==> src/rtl/fp_add_pipe.sv <==
// ---------------------------------------------------------------------------
// fp_add_pipe
// Three-stage pipelined floating-point adder with parametrised exponent and
// mantissa widths (default bf16: 1/8/7). Subnormal inputs are flushed to
// signed zero, outputs never go subnormal, and rounding is to nearest with
// ties to even. NaN / infinity / signed-zero handling is decided up front in
// the align stage and carried down the pipe as flags that override the
// arithmetic result at the end.
//
// Ports
//   clk     rising-edge clock
//   rst_n   asynchronous reset, active low
//   a, b    operands, 1+EXP_W+MAN_W bits each
//   a_vld   operand A valid
//   b_vld   operand B valid
//   in_rdy  block can take an operand pair this cycle
//   z       sum
//   z_vld   sum valid
//   z_rdy   downstream accepts z
// ---------------------------------------------------------------------------
module fp_add_pipe #(
    parameter int EXP_W = 8,
    parameter int MAN_W = 7
) (
    input  logic                   clk,
    input  logic                   rst_n,
    input  logic [EXP_W+MAN_W:0]   a,
    input  logic                   a_vld,
    input  logic [EXP_W+MAN_W:0]   b,
    input  logic                   b_vld,
    output logic                   in_rdy,
    output logic [EXP_W+MAN_W:0]   z,
    output logic                   z_vld,
    input  logic                   z_rdy
);

    localparam int W   = 1 + EXP_W + MAN_W;
    localparam int SW  = MAN_W + 4;          // hidden, fraction, G, R, S
    localparam int AW  = MAN_W + 5;          // SW plus carry
    localparam int EW  = EXP_W + 2;          // signed exponent headroom
    localparam int LZW = $clog2(SW + 1);

    localparam logic [EXP_W-1:0]     EXP_MAX   = '1;
    localparam logic [EXP_W-1:0]     SHIFT_LIM = EXP_W'(MAN_W + 3);
    localparam logic signed [EW-1:0] E_INF     = EW'((1 << EXP_W) - 1);
    localparam logic [W-1:0]         QNAN      = {1'b0, EXP_MAX, 1'b1, {(MAN_W-1){1'b0}}};

    typedef struct packed {
        logic nan;
        logic inf;
        logic inf_sign;
        logic zero;
        logic zero_sign;
    } special_t;

    // Whole pipe stalls together: it may move whenever the output slot is
    // empty or is being drained this cycle.
    logic en;
    assign en     = !z_vld || z_rdy;
    assign in_rdy = en;

    // ---------------- S1: unpack, classify, swap, align ----------------
    logic                   sign_a, sign_b;
    logic [EXP_W-1:0]       exp_a, exp_b;
    logic [MAN_W-1:0]       man_a, man_b;
    logic                   a_zero, b_zero, a_inf, b_inf, a_nan, b_nan;
    logic [EXP_W+MAN_W-1:0] mag_a, mag_b, l_mag, s_mag;
    logic                   swap, l_sign;
    logic [EXP_W-1:0]       l_exp, s_exp, diff;
    logic [MAN_W:0]         l_sig, s_sig;
    logic [SW-2:0]          s_ext, s_shift, ones;
    logic                   sticky;
    special_t               spec_d;

    // Zero/subnormal magnitudes collapse to 0 so the swap compare and the
    // hidden-bit recovery treat them as true zeros.
    always_comb begin
        sign_a = a[W-1];
        sign_b = b[W-1];
        exp_a  = a[W-2:MAN_W];
        exp_b  = b[W-2:MAN_W];
        man_a  = a[MAN_W-1:0];
        man_b  = b[MAN_W-1:0];
        a_zero = (exp_a == '0);
        b_zero = (exp_b == '0);
        a_inf  = (exp_a == EXP_MAX) && (man_a == '0);
        b_inf  = (exp_b == EXP_MAX) && (man_b == '0);
        a_nan  = (exp_a == EXP_MAX) && (man_a != '0);
        b_nan  = (exp_b == EXP_MAX) && (man_b != '0);
        mag_a  = a_zero ? '0 : {exp_a, man_a};
        mag_b  = b_zero ? '0 : {exp_b, man_b};
        swap   = (mag_b > mag_a);
        l_mag  = swap ? mag_b : mag_a;
        s_mag  = swap ? mag_a : mag_b;
        l_sign = swap ? sign_b : sign_a;
        l_exp  = l_mag[EXP_W+MAN_W-1:MAN_W];
        s_exp  = s_mag[EXP_W+MAN_W-1:MAN_W];
        l_sig  = {(l_exp != '0), l_mag[MAN_W-1:0]};
        s_sig  = {(s_exp != '0), s_mag[MAN_W-1:0]};
        diff   = l_exp - s_exp;
        s_ext  = {s_sig, 2'b00};
        ones   = '1;
        // Past MAN_W+3 places every bit (including R) is gone; only sticky survives.
        if (diff >= SHIFT_LIM) begin
            s_shift = '0;
            sticky  = |s_sig;
        end else begin
            s_shift = s_ext >> diff;
            sticky  = |(s_ext & ~(ones << diff));
        end
        spec_d.nan       = a_nan || b_nan || (a_inf && b_inf && (sign_a != sign_b));
        spec_d.inf       = a_inf || b_inf;
        spec_d.inf_sign  = a_inf ? sign_a : sign_b;
        spec_d.zero      = a_zero && b_zero;
        spec_d.zero_sign = sign_a && sign_b;
    end

    logic             s1_vld, s1_sign, s1_sub;
    logic [EXP_W-1:0] s1_exp;
    logic [SW-1:0]    s1_sig_l, s1_sig_s;
    special_t         s1_spec;

    always_ff @(posedge clk or negedge rst_n) begin
        if (!rst_n) begin
            s1_vld   <= 1'b0;
            s1_sign  <= 1'b0;
            s1_sub   <= 1'b0;
            s1_exp   <= '0;
            s1_sig_l <= '0;
            s1_sig_s <= '0;
            s1_spec  <= '0;
        end else if (en) begin
            s1_vld   <= a_vld && b_vld;
            s1_sign  <= l_sign;
            s1_sub   <= sign_a ^ sign_b;
            s1_exp   <= l_exp;
            s1_sig_l <= {l_sig, 3'b000};
            s1_sig_s <= {s_shift, sticky};
            s1_spec  <= spec_d;
        end
    end

    // ---------------- S2: significand add / subtract ----------------
    // The swap guarantees the large operand dominates, so subtraction never
    // goes negative.
    logic [AW-1:0]    s2_sum;
    logic             s2_vld, s2_sign;
    logic [EXP_W-1:0] s2_exp;
    special_t         s2_spec;

    always_ff @(posedge clk or negedge rst_n) begin
        if (!rst_n) begin
            s2_vld  <= 1'b0;
            s2_sign <= 1'b0;
            s2_exp  <= '0;
            s2_sum  <= '0;
            s2_spec <= '0;
        end else if (en) begin
            s2_vld  <= s1_vld;
            s2_sign <= s1_sign;
            s2_exp  <= s1_exp;
            s2_sum  <= s1_sub ? ({1'b0, s1_sig_l} - {1'b0, s1_sig_s})
                              : ({1'b0, s1_sig_l} + {1'b0, s1_sig_s});
            s2_spec <= s1_spec;
        end
    end

    // ---------------- S3: normalise, round, pack ----------------
    function automatic logic [LZW-1:0] count_lz(input logic [SW-1:0] v);
        count_lz = LZW'(SW);
        for (int i = 0; i < SW; i++) begin
            if (v[i]) count_lz = LZW'(SW - 1 - i);
        end
    endfunction

    logic [LZW-1:0]         lz;
    logic [SW-1:0]          norm;
    logic signed [EW-1:0]   e_norm, e_fin;
    logic                   inc;
    logic [MAN_W+1:0]       rounded;
    logic [MAN_W-1:0]       frac;
    logic [W-1:0]           result;

    // On carry-out the dropped bit folds into sticky so rounding stays exact.
    always_comb begin
        lz = count_lz(s2_sum[SW-1:0]);
        if (s2_sum[AW-1]) begin
            norm   = {s2_sum[AW-1:2], s2_sum[1] | s2_sum[0]};
            e_norm = {2'b00, s2_exp} + EW'(1);
        end else begin
            norm   = s2_sum[SW-1:0] << lz;
            e_norm = {2'b00, s2_exp} - EW'(lz);
        end
        inc     = norm[2] && (norm[1] || norm[0] || norm[3]);
        rounded = {1'b0, norm[SW-1:3]} + (MAN_W+2)'(inc);
        if (rounded[MAN_W+1]) begin
            e_fin = e_norm + EW'(1);
            frac  = rounded[MAN_W:1];
        end else begin
            e_fin = e_norm;
            frac  = rounded[MAN_W-1:0];
        end
        if (s2_spec.nan)
            result = QNAN;
        else if (s2_spec.inf)
            result = {s2_spec.inf_sign, EXP_MAX, {MAN_W{1'b0}}};
        else if (s2_spec.zero)
            result = {s2_spec.zero_sign, {(W-1){1'b0}}};
        else if (s2_sum == '0)
            result = '0;
        else if (e_fin >= E_INF)
            result = {s2_sign, EXP_MAX, {MAN_W{1'b0}}};
        else if (e_fin[EW-1] || (e_fin == '0))
            result = {s2_sign, {(W-1){1'b0}}};
        else
            result = {s2_sign, e_fin[EXP_W-1:0], frac};
    end

    always_ff @(posedge clk or negedge rst_n) begin
        if (!rst_n) begin
            z_vld <= 1'b0;
            z     <= '0;
        end else if (en) begin
            z_vld <= s2_vld;
            if (s2_vld) z <= result;
        end
    end

endmodule
==> config.mk <==
export PLATFORM = sky130hd
export DESIGN_NAME = fp_add_pipe
export DESIGN_NICKNAME = d
export VERILOG_FILES = /design/src/rtl/fp_add_pipe.sv
export SDC_FILE = /design/constraint.sdc
export NUM_CORES = 1
export LEC_CHECK = 0
export ABC_AREA = 1
export CORE_ASPECT_RATIO = 0.5
export CORE_MARGIN = 2
export CORE_UTILIZATION = 57
export DETAILED_ROUTE_END_ITERATION = 7
export PLACE_DENSITY_LB_ADDON = 0.12
export REMOVE_ABC_BUFFERS = 1
export SYNTH_ARGS = -nofsm -noshare
export SYNTH_HDL_FRONTEND = slang
export SYNTH_SLANG_ARGS = --single-unit
==> constraint.sdc <==
create_clock -name clk -period 5.3 [get_ports clk]
set_clock_uncertainty 0.05 [all_clocks]
set_input_delay 1.325 -clock clk [delete_from_list [all_inputs] [get_ports clk]]
set_output_delay 1.325 -clock clk [all_outputs]
set_load 0.03 [all_outputs]
==> out/results.md <==
| Result | This run |
| --- | --- |
| Drt drc | 0 |
| EDFF count, synth | 0 |
| Number of fill cells | 1,107 |
| Count of port buffers added during placement | 54 |
| Post-detailed-placement half-perimeter wirelength | 15.61 mm |
| Run status | finished, final reports clean |
| Count of nets after finishing | 1,268 |
| Critical path endpoint category | flip-flop |
| Worst Setup Start Kind | input pin |
| Flops & latches, synth | 79 |
| Yosys warning count | 0 |
| Number of nets with antenna violations after routing | 0 |
| Tightest Pin Transition | 0.9755 ns |
| Proportion of layout cells with a drive suffix above 1 | 13.00% |
| Worst-skew pair later-pin latency | 0.34 ns |
| First-pass iteration count of the detailed router | 5 |
| Most frequently used flop master after synthesis | sky130_fd_sc_hd__dfrtp_1 |
| Placed cell area | 8168 sq um |
| DP Cell Count | 1,341 |
| Total congestion overflow | 0 |
| Critical Path Slowest Stage Cell | sky130_fd_sc_hd__clkdlybuf4s50_1 |
| Area growth, synth to finish | 17.69% |
| Final WS setup | 0.2617 ns |
| Worst slew margin | 34.97% |
| Ports placed on the boundary | 55 |
| Clock-pin slew on the worst setup and hold paths | 0.07 ns |
| Top library cells by usage in the layout, fill and taps aside | sky130_fd_sc_hd__nand2_1 (319), sky130_fd_sc_hd__inv_1 (117), sky130_fd_sc_hd__o21ai_0 (94) |
| CP max FO | 7 |
| Power density of the placed cells | 431.2 nW/um^2 |
| Required time at the endpoint of the critical path | 5.53 ns |
| Core Rows | 29 |
| Slew Viols, Final | 0 |
| Class of the most critical hold timing path | flip-flop to flip-flop |
| Cells after synthesis | 1,107 |
| Routed wirelength normalized by instance count | 14.75 um |
| Overall power consumption | 3.672 mW |
| Timing-limited maximum frequency | 198.5 MHz |
| Final Hold Fails | 0 |
| Initial detailed-routing violation count | 702 |
| Static leakage power | 4.295 nW |
| Cts-stage hold buffer count | 0 |
| Final design instance area without fill | 8516 sq um |
| First-pass GRT wire length | 33.44 mm |
| Global-route total usage across every layer | 30.10% |
| Die width | 163.3 um |
| Full die area | 13,670 sq um |
| Number of non-filler instances in the completed layout | 1,362 |
| Pin count of the biggest net entering global routing | 80 |
| Worst vdd rail ir drop | 0.3632 mV |
| Diode insertion count for antenna repair | 0 |
| Data arrival time of the critical path | 5.27 ns |
| Initial Utilization | 57.80% |
| Netlist Area Pre-Place | 7236 sq um |
| Final TNS setup | 0 ns |
| Core region area | 12,520 sq um |
| Post-synthesis area per instance | 6.536 sq um |
| Via count of the first global-routing pass | 7,035 |
| Number of buffers and inverters on the critical path | 5 |
| Delay-heaviest family, CP | simple AND/OR/NAND/NOR gates |
| Combined flip-flop and latch cell area | 1977 sq um |
| Most common cell after layout, fill and taps aside | sky130_fd_sc_hd__nand2_1 |
| Routed WL | 20.09 mm |
| Antenna violations before repair | 0 |
| CTS tree | built |
| Number of levels in the clock H-tree | 3 |
| Clock sink count | 79 |
| Minimum setup slack after placement | -0.1066 ns |
| Total of endpoints with negative setup slack in the final report | 0 |
| Worst-case clock buffer depth | 2 |
| Max Cap Viol | 0 |
| Vias per inst | 5.595 |
| Area share of the largest cell type after synthesis | 27.32% |
| CTS root buf | sky130_fd_sc_hd__clkbuf_16 |
| Synth area leader | sky130_fd_sc_hd__dfrtp_1 |
| Portion of the clock cycle consumed by the worst path in the final layout | 95.06% |
| Die boundary height | 83.67 um |
| Largest stage delay on the critical path | 0.42 ns |
| Count of distinct cell types in the synthesized netlist | 58 |
| Vias | 7,621 |
| Portion of the post-synthesis area used by sequential elements | 27.32% |
| Cell repeated most along the worst path | sky130_fd_sc_hd__nand2_1 |
| Num CTS Buffers | 9 |
| Multi-input gate area | 4582 sq um |
| Placer congestion estimate | 0.9912 |
| Crit path time final | 5.038 ns |
| Proportion of synthesized flip-flops having asynchronous set or reset | 100.0% |
| Critical path start-end classification | input pin to flip-flop |
| Main area contributors after synthesis | sky130_fd_sc_hd__dfrtp_1 (27%), sky130_fd_sc_hd__nand2_1 (17%), sky130_fd_sc_hd__ha_1 (7.3%), sky130_fd_sc_hd__o21ai_0 (6.6%), sky130_fd_sc_hd__inv_1 (6.3%) |
[registers in the layout, indices dropped and copies added (netlist names), 5 cells and up]
| signal | count |
|---|---|
| s2_exp | 8 |
| s1_spec | 5 |
| s1_sig_s | 11 |
| s1_exp | 8 |
| s2_sum | 12 |
| s2_spec | 5 |
| s1_sig_l | 8 |
| z | 16 |
[cells in the mapped netlist, drive strengths merged (2+ instances only)]
| cell | number |
|---|---|
| xnor2 | 4 |
| nor3 | 11 |
| nand4 | 25 |
| nand3 | 93 |
| nor2 | 97 |
| buf | 15 |
| and2 | 4 |
| clkbuf | 20 |
| dfrtp | 79 |
| a31oi | 8 |
| o21ai | 110 |
| nand2 | 349 |
| xor2 | 20 |
| mux2i | 2 |
| or4 | 2 |
| a21o | 3 |
| nor4 | 4 |
| nand3b | 5 |
| o21bai | 3 |
| o211ai | 4 |
| clkinv | 4 |
| o31ai | 4 |
| or2 | 3 |
| o22ai | 4 |
| a21oi | 39 |
| inv | 139 |
| ha | 42 |
| fa | 2 |
[power breakdown]
| group | switching, mW | internal, mW | total (mW) |
|---|---|---|---|
| Sequential | 0.146 | 0.762 | 0.909 |
| Combinational | 1.39 | 0.780 | 2.17 |
| Clock | 0.269 | 0.323 | 0.592 |
[metal layers]
metal / up-vias / global-route usage [%] / wire (um)
met4: 0 / 7.321 / 354
met5: - / 0 / 0
li1: 3777 / - / -
met3: 42 / 3.974 / 1274
met2: 291 / 48.14 / 8879
met1: 3511 / 43.27 / 9584
[through the flow]
step	util [%]	hold WS, ns
after CTS	67.49	0.4248
after floorplan	-	0.3817
after global routing	68.03	0.4460
final	68.03	0.4268
after detailed placement	65.25	0.4040
after global placement	65.25	0.4003
[cells by family (layout without fill, tap and decap cells)]
group | Yosys count | count (layout) | synth area share (%)
AND/OR/NAND/NOR | 595 | 595 | 37.30
adder cells (fa/ha/maj) | 44 | 44 | 7.816
buffers and inverters | 178 | 263 | 9.822
XOR/XNOR | 24 | 24 | 2.905
multiplexers | 2 | 2 | 0.2767
flip-flops | 79 | 79 | 27.32
AO/OA/AOI/OAI | 185 | 185 | 14.56
[tightest hold or removal path, stage by stage (launching register included)]
cell and delay (ns):
sky130_fd_sc_hd__dfrtp_1 0.32, sky130_fd_sc_hd__inv_1 0.06, sky130_fd_sc_hd__nand2_1 0.07
[cell type report]
class / count / area share, %
Multi-Input combinational cell: 850 / 53.81
Sequential cell: 79 / 23.21
Timing Repair Buffer: 104 / 10.89
Inverter: 143 / 6.303
Clock buffer: 9 / 2.645
Tap cell: 170 / 2.498
Clock inverter: 7 / 0.6465
[path summary, 6_finish.rpt]
kind | from | endpoint | slack (ns) | cells past startpoint
max in group asynchronous | rst_n | z[14]$_DFFE_PN0P_ | 3.48 | 1
worst min-delay path | s2_vld$_DFFE_PN0N_ | z_vld$_DFFE_PN0N_ | 0.43 | 2
worst max-delay path | b[9] | s1_sig_s[1]$_DFFE_PN0N_ | 0.26 | 32
min in group asynchronous | rst_n | s2_sum[5]$_DFFE_PN0N_ | 1.09 | 1
worst max register to register | s2_sum[1]$_DFFE_PN0N_ | z[6]$_DFFE_PN0P_ | 1.09 | 28
worst min register to register | s2_vld$_DFFE_PN0N_ | z_vld$_DFFE_PN0N_ | 0.43 | 2
[repair_timing]
item	CTS	global route
setup endpoints to repair	0	10
gates resized for setup	0	15
buffers inserted	0	5
No activity file was read; power rests on OpenSTA's default activity.
